--- config.mk ---
export PLATFORM = sky130hd
export DESIGN_NAME = mem_access_stage
export DESIGN_NICKNAME = d
export VERILOG_FILES = /design/src/rtl/mips_pkg.sv /design/src/rtl/memwb_reg.sv /design/src/rtl/mem_access_stage.sv
export SDC_FILE = /design/constraint.sdc
export NUM_CORES = 1
export LEC_CHECK = 0
export CORE_MARGIN = 5
export CORE_UTILIZATION = 35
export CTS_CLUSTER_DIAMETER = 80
export DETAILED_ROUTE_END_ITERATION = 10
export PLACE_DENSITY = 0.69
export SETUP_SLACK_MARGIN = 0.2
export SLEW_MARGIN = 20
export SYNTH_ARGS = -nofsm -noshare
export SYNTH_HDL_FRONTEND = slang
export SYNTH_SLANG_ARGS = --single-unit
export TNS_END_PERCENT = 50
--- constraint.sdc ---
create_clock -name CLK -period 8 [get_ports CLK]
set_clock_uncertainty 0.05 [all_clocks]
set_input_delay 0.8 -clock CLK [delete_from_list [all_inputs] [get_ports CLK]]
set_output_delay 0.8 -clock CLK [all_outputs]
set_load 0.01 [all_outputs]
--- src/rtl/mips_pkg.sv ---
// Shared definitions for the MIPS pipeline MEM stage: widths, FSM
// encoding, the word-alignment mask and the bubble control value.
package mips_pkg;

    localparam int DATA_W = 32;
    localparam int REG_W  = 5;

    // Low address bits that must be zero for a word access.
    localparam logic [1:0] WORD_ALIGN_MASK = 2'b11;

    typedef enum logic [0:0] {
        S_IDLE   = 1'b0,
        S_ACCESS = 1'b1
    } state_t;

    // Write-back control carried through MEM/WB.
    typedef struct packed {
        logic reg_write;
        logic mem_to_reg;
    } wb_ctrl_t;

    // A bubble must never write the register file.
    localparam wb_ctrl_t BUBBLE_CTRL = '{reg_write: 1'b0, mem_to_reg: 1'b0};

    function automatic logic is_word_aligned(input logic [1:0] low_bits);
        return (low_bits & WORD_ALIGN_MASK) == 2'b00;
    endfunction

endpackage

--- src/rtl/memwb_reg.sv ---
// MEM/WB pipeline register. Loads every cycle; when bubble is set the
// control bits are forced to the bubble value and the data fields cleared.
module memwb_reg
    import mips_pkg::*;
(
    input  logic              CLK,
    input  logic              RST,
    input  logic              bubble,
    input  wb_ctrl_t          ctrl_d,
    input  logic [DATA_W-1:0] read_data_d,
    input  logic [DATA_W-1:0] alu_result_d,
    input  logic [REG_W-1:0]  rd_d,
    output wb_ctrl_t          ctrl_q,
    output logic [DATA_W-1:0] read_data_q,
    output logic [DATA_W-1:0] alu_result_q,
    output logic [REG_W-1:0]  rd_q
);

    // Capture either the incoming result or a bubble on each rising edge.
    always_ff @(posedge CLK or posedge RST) begin
        if (RST) begin
            ctrl_q       <= BUBBLE_CTRL;
            read_data_q  <= '0;
            alu_result_q <= '0;
            rd_q         <= '0;
        end else if (bubble) begin
            ctrl_q       <= BUBBLE_CTRL;
            read_data_q  <= '0;
            alu_result_q <= '0;
            rd_q         <= '0;
        end else begin
            ctrl_q       <= ctrl_d;
            read_data_q  <= read_data_d;
            alu_result_q <= alu_result_d;
            rd_q         <= rd_d;
        end
    end

endmodule

--- src/rtl/mem_access_stage.sv ---
// MEM stage of the 5-stage MIPS pipeline. Issues loads/stores to an
// external data memory, stalls upstream while an access is outstanding,
// aborts on a missing ack after ACK_TIMEOUT cycles, and feeds MEM/WB.
//
// Memory handshake: mem_req/mem_we/mem_addr/mem_wdata are registered and
// stay stable from the cycle mem_req rises until completion. The memory
// answers with a single-cycle mem_ack pulse (mem_rdata valid with it);
// the access completes on the edge that samples mem_ack=1 and mem_req
// falls on that same edge. mem_ack while mem_req=0 is ignored.
module mem_access_stage
    import mips_pkg::*;
#(
    parameter int ACK_TIMEOUT = 16,
    parameter int CNT_W       = 5
) (
    input  logic              CLK,
    input  logic              RST,
    input  logic              RegWrite_in,
    input  logic              MemtoReg_in,
    input  logic              MemRead_in,
    input  logic              MemWrite_in,
    input  logic [DATA_W-1:0] Address_in,
    input  logic [DATA_W-1:0] WriteData_in,
    input  logic [REG_W-1:0]  Rd_in,
    output logic              mem_req,
    output logic              mem_we,
    output logic [DATA_W-1:0] mem_addr,
    output logic [DATA_W-1:0] mem_wdata,
    input  logic [DATA_W-1:0] mem_rdata,
    input  logic              mem_ack,
    output logic              Stall,
    output logic              RegWrite_out,
    output logic              MemtoReg_out,
    output logic [DATA_W-1:0] ReadData_out,
    output logic [DATA_W-1:0] ALU_Result_out,
    output logic [REG_W-1:0]  Rd_out,
    output logic              MisalignErr,
    output logic              BusErr
);

    state_t             state;
    logic [CNT_W-1:0]   cnt;
    logic               lat_reg_write;
    logic               lat_mem_to_reg;
    logic [REG_W-1:0]   lat_rd;

    logic               acc;
    logic               aligned;
    logic               start;
    logic               misalign;
    logic               ack_done;
    logic               timeout_hit;

    logic               wb_bubble;
    wb_ctrl_t           wb_ctrl_d;
    wb_ctrl_t           wb_ctrl_q;
    logic [DATA_W-1:0]  wb_read_data_d;
    logic [DATA_W-1:0]  wb_alu_result_d;
    logic [REG_W-1:0]   wb_rd_d;

    // A write wins when both MemRead and MemWrite are set (mem_we <= MemWrite_in).
    assign acc      = MemRead_in | MemWrite_in;
    assign aligned  = is_word_aligned(Address_in[1:0]);
    assign start    = (state == S_IDLE) && acc && aligned;
    assign misalign = (state == S_IDLE) && acc && !aligned;
    assign ack_done = (state == S_ACCESS) && mem_ack;

    generate
        if (ACK_TIMEOUT != 0) begin : g_timeout
            assign timeout_hit = (state == S_ACCESS) && !mem_ack &&
                                 (cnt == CNT_W'(ACK_TIMEOUT - 1));
        end else begin : g_no_timeout
            assign timeout_hit = 1'b0;
        end
    endgenerate

    // Upstream holds during the detect cycle and every un-acked ACCESS cycle;
    // it is released on the ack cycle and on the timeout cycle.
    assign Stall = start || ((state == S_ACCESS) && !mem_ack && !timeout_hit);

    // Access FSM, timeout counter, registered memory request and error pulses.
    always_ff @(posedge CLK or posedge RST) begin
        if (RST) begin
            state          <= S_IDLE;
            cnt            <= '0;
            mem_req        <= 1'b0;
            mem_we         <= 1'b0;
            mem_addr       <= '0;
            mem_wdata      <= '0;
            lat_reg_write  <= 1'b0;
            lat_mem_to_reg <= 1'b0;
            lat_rd         <= '0;
            MisalignErr    <= 1'b0;
            BusErr         <= 1'b0;
        end else begin
            MisalignErr <= misalign;
            BusErr      <= timeout_hit;
            case (state)
                S_IDLE: begin
                    cnt <= '0;
                    if (start) begin
                        state          <= S_ACCESS;
                        mem_req        <= 1'b1;
                        mem_we         <= MemWrite_in;
                        mem_addr       <= Address_in;
                        mem_wdata      <= WriteData_in;
                        lat_reg_write  <= RegWrite_in;
                        lat_mem_to_reg <= MemtoReg_in;
                        lat_rd         <= Rd_in;
                    end
                end
                S_ACCESS: begin
                    if (mem_ack || timeout_hit) begin
                        state   <= S_IDLE;
                        mem_req <= 1'b0;
                        cnt     <= '0;
                    end else begin
                        cnt <= cnt + CNT_W'(1);
                    end
                end
                default: begin
                    state   <= S_IDLE;
                    mem_req <= 1'b0;
                    cnt     <= '0;
                end
            endcase
        end
    end

    // Select what MEM/WB captures: pass-through, completed access, or bubble.
    always_comb begin
        wb_bubble       = 1'b1;
        wb_ctrl_d       = BUBBLE_CTRL;
        wb_read_data_d  = '0;
        wb_alu_result_d = '0;
        wb_rd_d         = '0;
        if ((state == S_IDLE) && !acc) begin
            wb_bubble       = 1'b0;
            wb_ctrl_d       = '{reg_write: RegWrite_in, mem_to_reg: MemtoReg_in};
            wb_alu_result_d = Address_in;
            wb_rd_d         = Rd_in;
        end else if (ack_done) begin
            wb_bubble       = 1'b0;
            wb_ctrl_d       = '{reg_write: lat_reg_write, mem_to_reg: lat_mem_to_reg};
            wb_read_data_d  = mem_we ? '0 : mem_rdata;
            wb_alu_result_d = mem_addr;
            wb_rd_d         = lat_rd;
        end
    end

    memwb_reg u_memwb (
        .CLK          (CLK),
        .RST          (RST),
        .bubble       (wb_bubble),
        .ctrl_d       (wb_ctrl_d),
        .read_data_d  (wb_read_data_d),
        .alu_result_d (wb_alu_result_d),
        .rd_d         (wb_rd_d),
        .ctrl_q       (wb_ctrl_q),
        .read_data_q  (ReadData_out),
        .alu_result_q (ALU_Result_out),
        .rd_q         (Rd_out)
    );

    assign RegWrite_out = wb_ctrl_q.reg_write;
    assign MemtoReg_out = wb_ctrl_q.mem_to_reg;

endmodule

# Yosys cells after proc, flatten, opt, wreduce, memory -nomap -nowiden
# Index checks and enable logic that the tools add are counted.
dict set report totals {
  reg_bits 152
  input_bits 108
  output_inout_bits 140
  wordCells 62
}
dict set report op_classes {
  n_addsub 1
  eq_ne 3
  n_mux 23
  n_bitwise 2
  reduce_logical 17
}
# op n
set op_table {}
lappend op_table {{2-to-1 mux 32 bit} 7}
lappend op_table {{2-to-1 mux 5 bit} 4}
lappend op_table {{case mux 5 bit (2 select lines)} 1}
lappend op_table {{logical AND 1 bit} 8}
lappend op_table {{2-to-1 mux 1 bit} 6}
lappend op_table {{2-to-1 mux 2 bit} 3}
lappend op_table {{adder 5 x 1 -> 5 bit (second input constant)} 1}
lappend op_table {{== test 5 x 4 -> 1 bit (second input constant)} 1}
lappend op_table {{zero test 1 bit} 4}
lappend op_table {{case mux 1 bit (2 select lines)} 2}
lappend op_table {{AND reduction 2 bit} 2}
lappend op_table {{zero test 2 bit} 1}
lappend op_table {{logical OR 1 bit} 2}
lappend op_table {{!= test 2 x 1 -> 1 bit (second input constant)} 1}
lappend op_table {{!= test 2 bit (second input constant)} 1}
lappend op_table {{inverter 1 bit} 1}
lappend op_table {{OR 1 bit} 1}

# Logic depth before layout (Yosys ltp)
dict set report logic_depth {
  depth_word 6
  depth_mapped 6
  depth_no_buf 5
}

# Modules after synthesis
# Synthesis repeated with hierarchy kept, for this count alone.
dict set report hier_totals {
  cells_unflattened 423
  hier_area_um2 5929.4
}
# module n_inst cells_each area_per_inst_um2 seq_area_each_um2
set by_module_without_submodules {}
lappend by_module_without_submodules {mem_access_stage 1 273 3669.8 2026.9}
lappend by_module_without_submodules {memwb_reg 1 150 2259.7 1776.7}

# Worst setup path before layout
# Ideal clock, no wire load.
dict set report synth_timing {
  path_kind {register to output}
  start {register cnt[0]}
  end {output Stall}
  arrival_time_ps 1656
  required_ps 7150
  setup_slack_ps 5494
  stages_incl_launch_ff 7
  path_buffers 1
  cell_sequence {dfrtp_1 > ha_1 > and3_1 > ha_1 > or3b_2 > clkbuf_1 > nand2b_1}
}
dict set report synth_via {
  elab_chain_cells 5
}
# item line_no
set synth_lines {}
lappend synth_lines {{start, declared} mem_access_stage.sv:42} ;# logic [CNT_W-1:0] cnt;
lappend synth_lines {{start signal, assigned} mem_access_stage.sv:118} ;# cnt <= cnt + CNT_W'(1);
lappend synth_lines {{== test 5 x 4 -> 1 bit} mem_access_stage.sv:71} ;# (cnt == CNT_W'(ACK_TIMEOUT - 1));
lappend synth_lines {{logical AND 1 bit} mem_access_stage.sv:70} ;# assign timeout_hit = (state == S_ACCESS) && !mem_ack &&
lappend synth_lines {{zero test 1 bit} mem_access_stage.sv:79} ;# assign Stall = start || ((state == S_ACCESS) && !mem_ack && !timeout_hit);
lappend synth_lines {{logical AND 1 bit} mem_access_stage.sv:79}
lappend synth_lines {{logical OR 1 bit} mem_access_stage.sv:79}
lappend synth_lines {{end, declared} mem_access_stage.sv:31} ;# output logic Stall,
# Every way passes these cells.

# Worst setup path in the final report
# Ends and elaborated chain as after synthesis.

==> results by group <==
Logic synthesis
  – Cell variety after synth: 26
  – Synthesized area: 5440 µm²
  – Main flop type after synthesis: dfrtp_1
  – Top-area cell type share of the netlist area: a little over two thirds
  – Mean Syn Cell Area: 15.9 µm²
  – Area contributors post-synth: dfrtp_1 (70%), mux2_1 (9.3%), a22o_1 (6.3%)
  – Sequential area share after synthesis: 69.9%
  – Biggest area consumer among synthesized cells: dfrtp_1
  – Post-synthesis async set-or-reset flop share: 100%
  – Seq cells post-synth: 152
  – Syn nets: roughly 450
  – Warning count from the yosys run: 0
  – Post-synth EDFFs: 0
  – Synthesized instance count: 342

Floorplanning
  – Die width: 135 µm
  – Die area: 18100 µm²
  – Height of the die: around 130 µm
  – Row count: 45
  – Starting density of the core: 35.8%
  – Top Ports: about 250
  – Core footprint: approximately 15000 µm²

Detailed routing
  – Post-route DRC: 0
  – WL/cell: 18.2 µm
  – Via count: 3662
  – Detail Route Antenna Nets: 0
  – Avg Vias per Cell: 4.62
  – Final wirelength: 14400 µm
  – Detailed router's first-iteration violation count: 129
  – 1st-pass router iterations: 4

Placement
  – IO Port Bufs: 247
  – Detailed placement HPWL: approximately 10000 µm
  – Final RePlAce weighted congestion: 0.740

Critical path
  – Reg2Reg Setup Slack: around 5.6 ns
  – CP Launch Type: register
  – Crit path arrival time: roughly 2.7 ns
  – FF-to-FF End: u_memwb.read_data_q[9]
  – Max Fanout on Critical Path: 7
  – Worst Setup End Kind: primary output
  – Reg2Reg Depth: 3
  – Setup CP Type: register to primary output
  – Crit path to: Stall
  – CP startpoint: cnt[0]
  – Worst r2r src: state
  – Worst Path Required: 7.15 ns

Clock network
  – Post-CTS Setup Bufs: 0
  – H-tree levels: 4
  – Clk slew on worst S/H paths: 0.06 ns
  – Clock latency on the worst-skew pair: 0.41 ns
  – Clk buf depth: 2
  – # hold bufs at CTS: 0
  – Clk root buf: clkbuf_16
  – CTS tree: done
  – Clock Sinks: 152
  – CTS buffer count: 17
  – Post-cts resize count: 0

Power and ir drop
  – Power Density: 253 nW/µm²
  – Switching share of power: 25.0%
  – Clock Power Share: 35.6%
  – LEAKAGE: 3.76 nW
  – Sequential Power Share: 43.0%
  – Combinational Power Share: 21.4%
  – Peak supply drop: 0.000127 V
  – Switching pwr: 0.547 mW
  – Internal power: 1.64 mW

STA
  – Fin. max-slew vios: 0
  – Final worst path period need: roughly 3.5 ns
  – Achievable Freq: 286 MHz
  – Setup TNS: 0 ns
  – Final-report setup violation count: 0
  – Hold WS: 0.426 ns
  – RSZ-0062 raised after global routing: false
  – Slew headroom: between 30% and 40%
  – Final period util: 43.8%
  – Least-Margin Pin Slew: around 1 ns
  – Hold Violations, Final: 0

Job
  – Max_cap viols: 0

Min path
  – Worst Hold Class: register to register

Final layout
  – Final #Nets: 701
  – Synthesis-to-finish area growth: 59.0%
  – # diodes: 0
  – Commonest non-fill, non-tap cell in the layout: clkdlybuf4s50_1
  – Share of cells above drive strength 1: 10.1%
  – Most frequent cells in the layout: clkdlybuf4s50_1 (247), dfrtp_1 (152), mux2_1 (45)

GRT
  – Antenna violations before repair: 0
  – Vias in the first global route: slightly below 4000
  – GRT Util Overall: 16.1%
  – Remaining global-route overflow: 0
  – Global-route wire length before repair: 22400 µm
  – Largest net degree at the start of global routing: 86

Outcome
  – Status: complete, no violations
[cells in the mapped netlist, types with 2 or more instances]
library cell / count
dfrtp_1: 152
buf_2: 6
ha_1: 2
nor3_1: 2
nor2_1: 7
mux2_2: 25
nand2b_1: 2
mux2_1: 45
a22o_1: 39
clkbuf_1: 8
inv_1: 3
nor2b_1: 2
and2_1: 32
buf_6: 5
[kinds of logic after synthesis]
group / Yosys count / share of synthesized area, %
buffers and inverters: 23 / 2.48
AOI/OAI and AO/OA: 41 / 6.51
adders and majority gates: 2 / 0.460
and+or+nand+nor: 52 / 5.82
DFF: 152 / 69.9
muxes: 70 / 14.5
xor gates and xnor gates: 2 / 0.322
[stage by stage]
stage	power (mW)	utilization, %	cell area, µm²	cells	setup WS, ns
CTS	2.21	56.8	8640	792	4.48
floorplan	1.12	-	5440	342	3.06
global route	2.28	56.9	8650	792	4.39
global placement	1.42	53.1	8070	760	4.72
detailed placement	1.43	53.1	8070	760	4.69
finish	2.19	56.9	8650	792	4.50
[critical path, stage by stage (launching register included)]
cell and delay [ns]:
dfrtp_1 0.40, ha_1 0.23, and3_1 0.19, ha_1 0.21, or3b_2 0.54, nand2b_1 0.12, clkdlybuf4s50_1 0.55
[metal layers]
layer,track usage (%),wire (µm)
met5,0,0
met3,5.85,1300
met4,6.22,278
met2,26.6,7040
met1,19.3,5830
[how the worst min path moves through the flow]
stage           start     end  depth (start not counted)
2_1_floorplan  cnt[0]  cnt[0]                          1
3_3_place_gp   cnt[0]  cnt[0]                          1
3_5_place_dp   cnt[0]  cnt[0]                          1
4_1_cts        cnt[0]  cnt[0]                          1
5_1_grt        cnt[0]  cnt[0]                          1
6_report       cnt[0]  cnt[0]                          1
[layout make-up]
type | instances | area (µm²)
Clock buffer | 22 | 454
Clock inverter | 10 | 121
Fill cell | 1211 | 6550
Inverter | 3 | 16.3
Multi-Input combinational cell | 167 | 1520
Sequential cell | 152 | 3800
Tap cell | 188 | 235
Timing Repair Buffer | 250 | 2500
[power by group through the flow]
stage          clock [mW]  sequential [mW]  combinational [mW]
2_1_floorplan           0            0.997               0.122
3_3_place_gp            0            0.949               0.468
3_5_place_dp            0            0.954               0.474
4_1_cts             0.795            0.942               0.477
5_1_grt             0.829            0.957               0.499
6_report            0.777            0.941               0.468
Note: power is estimated with default switching activity, not from simulation.
